### src/rtl/cr16_control.sv
// cr16_control: multi-cycle FETCH/DECODE/EXEC(/MEM) sequencer for the CR16 datapath.
// Owns PC and IR; every output is decoded from the state register and IR only,
// except the write strobes, which are additionally suppressed while reset is high
// so an aborted instruction never writes anything.
module cr16_control #(
    parameter logic [15:0] RESET_PC = 16'h0000
) (
    input  logic        clk,
    input  logic        reset,
    input  logic [15:0] mem_rdata,
    input  logic [15:0] rtarget,
    input  logic        Cin,
    input  logic        Lin,
    input  logic        Fin,
    input  logic        Zin,
    input  logic        Nin,
    output logic [15:0] pc,
    output logic        mem_addr_sel,
    output logic        mem_we,
    output logic [3:0]  aluControl,
    output logic [3:0]  rdest,
    output logic [3:0]  rsrc,
    output logic [15:0] imm,
    output logic        imm_sel,
    output logic        reg_we,
    output logic [1:0]  wb_sel
);

    localparam logic [1:0] S_FETCH  = 2'd0;
    localparam logic [1:0] S_DECODE = 2'd1;
    localparam logic [1:0] S_EXEC   = 2'd2;
    localparam logic [1:0] S_MEM    = 2'd3;

    localparam logic [3:0] CODE_CMP = 4'b1011;
    localparam logic [3:0] CODE_MOV = 4'b1101;
    localparam logic [3:0] CODE_LUI = 4'b1111;

    logic [1:0]  state_q, state_d;
    logic [15:0] pc_q, pc_d;
    logic [15:0] ir_q, ir_d;

    // Maps an ALU function code (register ext or immediate opcode) to aluControl; bit 4 = valid.
    function automatic logic [4:0] alu_lookup(input logic [3:0] code);
        case (code)
            4'b0101: alu_lookup = {1'b1, 4'b1000};   // ADD
            4'b1001: alu_lookup = {1'b1, 4'b0001};   // SUB
            4'b1011: alu_lookup = {1'b1, 4'b0010};   // CMP
            4'b0001: alu_lookup = {1'b1, 4'b0011};   // AND
            4'b0010: alu_lookup = {1'b1, 4'b0100};   // OR
            4'b0011: alu_lookup = {1'b1, 4'b0101};   // XOR
            4'b1101: alu_lookup = {1'b1, 4'b0000};   // MOV
            default: alu_lookup = 5'b0_0000;
        endcase
    endfunction

    logic [3:0]  op, ext;
    logic [4:0]  ext_alu, op_alu;
    logic [15:0] imm_sx, imm_zx;

    assign op      = ir_q[15:12];
    assign ext     = ir_q[7:4];
    assign ext_alu = alu_lookup(ext);
    assign op_alu  = alu_lookup(op);
    assign imm_sx  = {{8{ir_q[7]}}, ir_q[7:0]};
    assign imm_zx  = {8'h00, ir_q[7:0]};

    // Condition codes come in complementary pairs: even code = base term, odd code = its inverse.
    logic [7:0]  cond_base;
    logic [15:0] cond_vec;
    logic        cond_true;

    assign cond_base = {1'b1, ~Nin & ~Zin, ~Lin & ~Zin, Fin, Nin, Lin, Cin, Zin};

    genvar gi;
    generate
        for (gi = 0; gi < 8; gi++) begin : g_cond
            assign cond_vec[2*gi]   = cond_base[gi];
            assign cond_vec[2*gi+1] = ~cond_base[gi];
        end
    endgenerate

    assign cond_true = cond_vec[ir_q[11:8]];

    logic [3:0] dec_alu;
    logic       dec_rwe, dec_isel, dec_zext;
    logic [1:0] dec_wb;
    logic       dec_load, dec_stor, dec_jal, dec_jcond, dec_bcond;

    // Instruction decode from IR alone.
    always_comb begin
        dec_alu   = 4'b0000;
        dec_rwe   = 1'b0;
        dec_isel  = 1'b0;
        dec_zext  = 1'b0;
        dec_wb    = 2'b00;
        dec_load  = 1'b0;
        dec_stor  = 1'b0;
        dec_jal   = 1'b0;
        dec_jcond = 1'b0;
        dec_bcond = 1'b0;
        if (op == 4'b0000) begin
            if (ext_alu[4]) begin
                dec_alu = ext_alu[3:0];
                dec_rwe = (ext != CODE_CMP);
                dec_wb  = (ext == CODE_MOV) ? 2'b10 : 2'b00;
            end
        end else if (op == 4'b1000) begin
            if (ext == 4'b0100) begin
                dec_alu = 4'b0111;
                dec_rwe = 1'b1;
            end
        end else if (op_alu[4] || op == CODE_LUI) begin
            dec_isel = 1'b1;
            dec_alu  = (op == CODE_LUI) ? 4'b0110 : op_alu[3:0];
            dec_rwe  = (op != CODE_CMP);
            dec_wb   = (op == CODE_MOV) ? 2'b10 : 2'b00;
            dec_zext = (op == 4'b0001) || (op == 4'b0010) || (op == 4'b0011) || (op == CODE_LUI);
        end else if (op == 4'b0100) begin
            case (ext)
                4'b0000: begin dec_load = 1'b1; dec_wb = 2'b01; end
                4'b0100: dec_stor = 1'b1;
                4'b1000: begin dec_jal = 1'b1; dec_rwe = 1'b1; dec_wb = 2'b11; end
                4'b1100: dec_jcond = 1'b1;
                default: ;
            endcase
        end else if (op == 4'b1100) begin
            dec_bcond = 1'b1;
        end
    end

    logic in_exec, in_mem;
    assign in_exec = (state_q == S_EXEC);
    assign in_mem  = (state_q == S_MEM);

    assign pc           = pc_q;
    assign rdest        = ir_q[11:8];
    assign rsrc         = ir_q[3:0];
    assign imm          = dec_zext ? imm_zx : imm_sx;
    assign imm_sel      = dec_isel;
    assign wb_sel       = dec_wb;
    assign aluControl   = in_exec ? dec_alu : 4'b0000;
    assign mem_addr_sel = (in_exec & (dec_load | dec_stor)) | in_mem;
    assign reg_we       = ~reset & ((in_exec & dec_rwe) | in_mem);
    assign mem_we       = ~reset & in_exec & dec_stor;

    // Next-state, IR capture and PC update.
    always_comb begin
        state_d = state_q;
        pc_d    = pc_q;
        ir_d    = ir_q;
        case (state_q)
            S_FETCH:  state_d = S_DECODE;
            S_DECODE: begin
                ir_d    = mem_rdata;
                state_d = S_EXEC;
            end
            S_EXEC: begin
                state_d = dec_load ? S_MEM : S_FETCH;
                if (dec_load)
                    pc_d = pc_q;
                else if (dec_jal || (dec_jcond && cond_true))
                    pc_d = rtarget;
                else if (dec_bcond && cond_true)
                    pc_d = pc_q + imm_sx;
                else
                    pc_d = pc_q + 16'd1;
            end
            default: begin
                state_d = S_FETCH;
                pc_d    = pc_q + 16'd1;
            end
        endcase
    end

    // State registers with synchronous reset.
    always_ff @(posedge clk) begin
        if (reset) begin
            state_q <= S_FETCH;
            pc_q    <= RESET_PC;
            ir_q    <= 16'h0000;
        end else begin
            state_q <= state_d;
            pc_q    <= pc_d;
            ir_q    <= ir_d;
        end
    end

endmodule

### config.mk
export PLATFORM = sky130hd
export DESIGN_NAME = cr16_control
export DESIGN_NICKNAME = d
export VERILOG_FILES = /design/src/rtl/cr16_control.sv
export SDC_FILE = /design/constraint.sdc
export NUM_CORES = 1
export LEC_CHECK = 0
export CORE_UTILIZATION = 46
export DETAILED_ROUTE_END_ITERATION = 10
export PLACE_DENSITY = 0.84
export SLEW_MARGIN = 40
export SYNTH_ARGS = -nofsm -noshare
export SYNTH_HDL_FRONTEND = slang
export SYNTH_SLANG_ARGS = --single-unit
### constraint.sdc
create_clock -name clk -period 3.4 [get_ports clk]
set_input_delay 0.68 -clock clk [delete_from_list [all_inputs] [get_ports clk]]
set_output_delay 0.68 -clock clk [all_outputs]
set_load 0.005 [all_outputs]
**Word-level counts from Yosys, hierarchy flattened**

Cells that the tools add are included.

- Magnitude comparators: 1
- Mux-type cells: 61
- Add/subtract/negate cells: 2
- Bitwise logic cells: 19
- Eq/ne operators: 27
- Reductions and logical operators: 12

Operator list:

| cell | number |
|---|---|
| $pmux W5 S7 | 2 |
| $mux W16 | 4 |
| $eq A4 B4 Y1 const B | 11 |
| $mux W1 | 36 |
| $pmux W16 S2 | 1 |
| $mux W4 | 6 |
| $add A16 B1 Y16 const B | 1 |
| $add A16 B16 Y16 | 1 |
| $eq A4 B2 Y1 const B | 4 |
| $eq A4 B3 Y1 const B | 4 |
| $mux W2 | 8 |
| $not A1 Y1 | 9 |
| $eq A4 B1 Y1 const B | 2 |
| $logic_not A4 Y1 | 2 |
| $ne A4 B4 Y1 const B | 2 |
| $and A1 B1 Y1 | 7 |
| $pmux W2 S3 | 1 |
| $logic_or A1 B1 Y1 | 5 |
| $lt A4 B5 Y1 const B | 1 |
| $bmux W1 S4 | 1 |
| $eq A2 B2 Y1 const B | 2 |
| $pmux W2 S2 | 1 |
| $mux W3 | 1 |
| $or A1 B1 Y1 | 3 |
| other kinds (6) | 7 |

- Bits of input ports: 39
- Output and inout port bits: 50
- Flip-flop bits (word level): 34
- Word-level logic and storage cells: 125

**Longest topological paths before layout**

- Word-level depth: 11
- Gate-level depth with buffers: 9
- Depth with buffers taken out: 9

**Worst setup path after synthesis**

Ideal clock, no wire load.

- Path type: input port to flip-flop
- From: input Nin
- To: register pc_q[15], in the netlist pc[15]
- Library setup time: 125 ps
- Arrival time: 2467 ps
- Path buffers: 1
- Setup slack: 808 ps
- Stages: 8
- Required time: 3275 ps
- Cells stage by stage: or3b_1 > o311a_2 > or4_1 > and3_4 > buf_6 > a221o_1 > o211ai_2 > o41ai_2

- Longest elaborated chain between the ends: 10
- Elaborated cells on any way between the ends: 12
- Those cells by class: 6 x mux; 3 x bitwise; 3 x reduce/logical

Ends and longest elaborated chain:

| element | line | source |
|---|---|---|
| start, declared | 16 | `input logic Nin,` |
| $not A1 Y1 | 72, 78 |  |
| $and A1 B1 Y1 | 72 | `assign cond_base = {1'b1, ~Nin & ~Zin, ~Lin & ~Zin, Fin, Nin, Lin, Cin, Zin};` |
| $not A1 Y1 | 78 | `assign cond_vec[2*gi+1] = ~cond_base[gi];` |
| $bmux W1 S4 * | 82 | `assign cond_true = cond_vec[ir_q[11:8]];` |
| $mux W1 (implied by the code) * | 82 |  |
| $logic_and A1 B1 Y1 (on tied branches) | 163, 161 |  |
| $mux W16 / $logic_or A1 B1 Y1 (equally long branches) | 163, 161 |  |
| $mux W16 * | 161 | `else if (dec_jal \|\| (dec_jcond && cond_true))` |
| $mux W16 * | 159 | `if (dec_load)` |
| $pmux W16 S2 * | 151 | `case (state_q)` |
| end signal, assigned | 183 | `pc_q <= pc_d;` |
| end, declared | 39 | `logic [15:0] pc_q, pc_d;` |

Every way passes the cells marked *; elsewhere a longest branch is shown, timed or not. The select of a mux whose other input is x is not followed.
A chain may end at the register's enable or synchronous reset.

**Final worst setup path**

- From: register ir_q[14]
- To: output aluControl[3]

- Longest elaborated chain between the ends: 7
- Elaborated cells on any way between the ends: 17
- Those cells by class: 9 x eq/ne; 6 x mux; 2 x reduce/logical

Ends and longest elaborated chain:

| element | line | source |
|---|---|---|
| start, declared | 40 | `logic [15:0] ir_q, ir_d;` |
| start signal, assigned | 184 | `ir_q <= ir_d;` |
| $eq A4 B4 Y1 (tied with other cells) | 44 | `case (code)` |
| $pmux W5 S7 | 44 |  |
| $mux W4 / $logic_or A1 B1 Y1 (equally long branches) | 114, 112 |  |
| $mux W4 | 112 | `end else if (op_alu[4] \|\| op == CODE_LUI) begin` |
| $mux W4 | 107 | `end else if (op == 4'b1000) begin` |
| $mux W4 * | 101 | `if (op == 4'b0000) begin` |
| $mux W4 * | 141 | `assign aluControl = in_exec ? dec_alu : 4'b0000;` |
| end, declared | 20 | `output logic [3:0] aluControl,` |

Every way passes the cells marked *; elsewhere a longest branch is shown, timed or not.

==> results.py <==
metrics = {
    "drt": {
        "ant_nets": 0,
        "first_pass_iters": 6,
        "viasPerCell": 6.226,
        "drc": 0,
        "vias": 3916,
        "wirelength_um": 10630,
        "wire_per_inst_um": 16.90,
        "drtIter0Drc": 346,
    },
    "logic_synthesis": {
        "synth_compound_area_share_pct": 31.78,
        "mappedNetlistArea_um2": 3437,
        "syn_avg_cell_area_um2": 7.175,
        "synthAdderAreaFrac_pct": 6.407,
        "async_flop_share_pct": 0,
        "synth_xor_area_share_pct": 6.371,
        "synth_mux_area_share_pct": 1.493,
        "synth_warnings": 0,
        "seq_area_frac_synth_pct": 19.80,
        "synth_simple_gate_area_share_pct": 23.88,
        "synth_top_family_by_area": "compound AO/OA/AOI/OAI gates",
        "synth_edf_count": 0,
        "synth_fp_nets": 535,
        "synthFlopType": "dfxtp_1",
        "synthCells": 479,
        "yosys_register_bits": 34,
        "synth_cell_type_count": 63,
    },
    "sta": {
        "fmax_mhz": 294.4,
        "worst_pin_slew_ns": 0.7406,
        "finalCritPeriodShare_pct": 99.90,
        "rsz0062_at_grt": "no",
        "fin_skew_ns": 0.004776,
        "hold_violations": 0,
        "maxSlewViolCount": 0,
        "tns_ns": 0,
        "fin_crit_ns": 3.397,
        "finalWorstSetupSlack_ns": 0.003324,
        "slew_headroom_pct": 49.35,
        "setup_viol": 0,
    },
    "pwr": {
        "vdd_ir_drop_max_v": 0.0001917,
        "p_per_area_nw_per_um2": 281.5,
        "p_leak_uw": 0.001612,
    },
    "worst_setup_path": {
        "timing.rr.end": "pc[8]$_SDFFE_PP0P_",
        "startpoint": "ir_q[14]$_SDFFE_PP0P_",
        "critPathMaxFanout": 13,
        "start_kind": "flip-flop",
        "reg2reg_slack_ns": 0.48,
        "worst_ep_arrival_time_ns": 2.72,
        "critPathRequiredTime_ns": 2.72,
        "regToRegStartpoint": "pc[0]$_SDFFE_PP0P_",
        "end_kind": "output pin",
        "worstSetupPathType": "flip-flop to output pin",
        "r2r.worst_path.cells": 9,
    },
    "placement": {
        "pre_cts_slack_ns": 0.02091,
        "hpwl_um": 7596,
        "routabilityCongestion": 0.9453,
        "io_buffers": 88,
    },
    "global_routing": {
        "grt_pass1_vias": 3687,
        "track_usage_pct": 27.87,
        "grt_max_degree": 35,
        "antenna_found_initial": 0,
        "grt_pass1_wl_um": 17190,
        "grt_overflow": 0,
    },
    "hold_path": {
        "holdCritStartpoint": "ir_q[2]$_SDFFE_PP0P_",
        "holdPathEnd": "ir_q[2]$_SDFFE_PP0P_",
        "hold_class": "flip-flop to flip-flop",
        "min_path_cells": 2,
    },
    "die": {
        "rows": 31,
        "initial_core_util_pct": 47.39,
        "ioPinCount": 89,
        "dieArea_um2": 7822,
        "die-height_um": 88.44,
        "die_w_um": 88.44,
        "core_area_um2": 7253,
    },
    "clock_tree": {
        "cts.path.max_buffers": 2,
        "cts-root-buf": "clkbuf_8",
        "cts_buffers": 5,
        "postCtsSetupBuffers": 0,
        "cts_hold_buffers": 0,
        "clk_pin_slew_worst_paths_ns": 0.08,
        "cts_resized": 0,
        "clk_latency_ns": 0.30,
        "cts_htree_levels": 2,
        "cts_tree": "yes",
        "cts_sinks": 34,
    },
    "final_layout": {
        "fin_nets": 586,
        "drive_above_1_share_pct": 6.415,
        "final_common_cell": "clkdlybuf4s50_1",
        "syn_to_final_growth_pct": 24.97,
        "fill_cells": 672,
        "final_cell_mix": "clkdlybuf4s50_1 (88), a21oi_1 (66), nand2_1 (62), dfxtp_1 (34), o21ai_0 (30)",
        "diodes": 0,
        "final_util_pct": 59.22,
    },
    "outcome": {
        "status": "finished clean",
    },
    "job": {
        "cap_viol_max_count": 0,
    },
}
==> critical path, stage by stage, from the launching register on <==
cell	delay [ns]
dfxtp_1	0.44
nand2b_1	0.23
or4_1	0.41
a2111oi_0	0.71
clkdlybuf4s50_1	0.63
==> state kept, by name, summed over array words and instances, names as in the netlist <==
signal / flops
ir_q: 16
state_q: 2
pc: 16
==> logic make-up after synthesis <==
kind of cell	count (synthesis)
XOR/XNOR	25
multiplexers	5
buffers and inverters	64
adder cells (fa/ha/maj)	17
flip-flops	34
AND/OR/NAND/NOR	162
AO/OA/AOI/OAI	172
==> per-layer routing <==
layer	vias up	global-route usage, %	share of wire (%)
met2	243	49.37	48
met4	0	10.56	3.0
met1	1792	33.43	39
met5	-	0	0
met3	36	5.037	9.7
li1	1845	-	-
==> per-stage QoR <==
stage,power (µW),cell area (µm²),instances,hold slack [ns]
2_1_floorplan,740.0,3437,479,0.4665
3_3_place_gp,889.9,4217,622,0.4877
3_5_place_dp,903.6,4217,622,0.4978
4_1_cts,1200,4295,629,0.5098
5_1_grt,1273,4295,629,0.5271
6_report,1209,4295,629,0.5013
==> how the worst max path moves through the flow <==
stage,cells past startpoint,to
floorplan,8,pc[15]$_SDFFE_PP0P_
global placement,7,pc[15]$_SDFFE_PP0P_
detailed placement,7,pc[15]$_SDFFE_PP0P_
CTS,4,aluControl[3]
global route,4,aluControl[3]
finish,4,aluControl[3]
==> synthesized netlist by cell type (11+ instances only) <==
| library cell | count | area share (%) |
|---|---|---|
| clkbuf_1 | 29 | 3.2 |
| o21ai_0 | 30 | 4.4 |
| nor2_1 | 24 | 2.6 |
| nor3_1 | 13 | 1.9 |
| nand3_1 | 13 | 1.9 |
| buf_4 | 23 | 5.0 |
| nand2_1 | 62 | 6.8 |
| dfxtp_1 | 34 | 20 |
| a21oi_1 | 66 | 9.6 |
| xnor2_1 | 16 | 4.1 |
| ha_1 | 16 | 5.8 |
| and3_1 | 11 | 2.0 |
==> area by class of cell <==
cell class              instances  area [µm²]  area share (%)
flip-flops and latches         34       680.7           15.85
clock buffers                   5       68.82           1.602
multi-input cells             381        2404           55.96
clock inverters                 2       10.01          0.2330
inverters                       6       22.52          0.5243
repair buffers                102       985.9           22.95
well taps                      99       123.9           2.884
==> power breakdown <==
| group | leakage (µW) | switching (µW) | internal, µW | total [µW] |
|---|---|---|---|---|
| clock network | 0.0000438 | 168 | 138 | 306 |
| logic | 0.00129 | 199 | 214 | 413 |
| registers | 0.000278 | 62.3 | 427 | 489 |
Power figures use the tool's default switching activity.
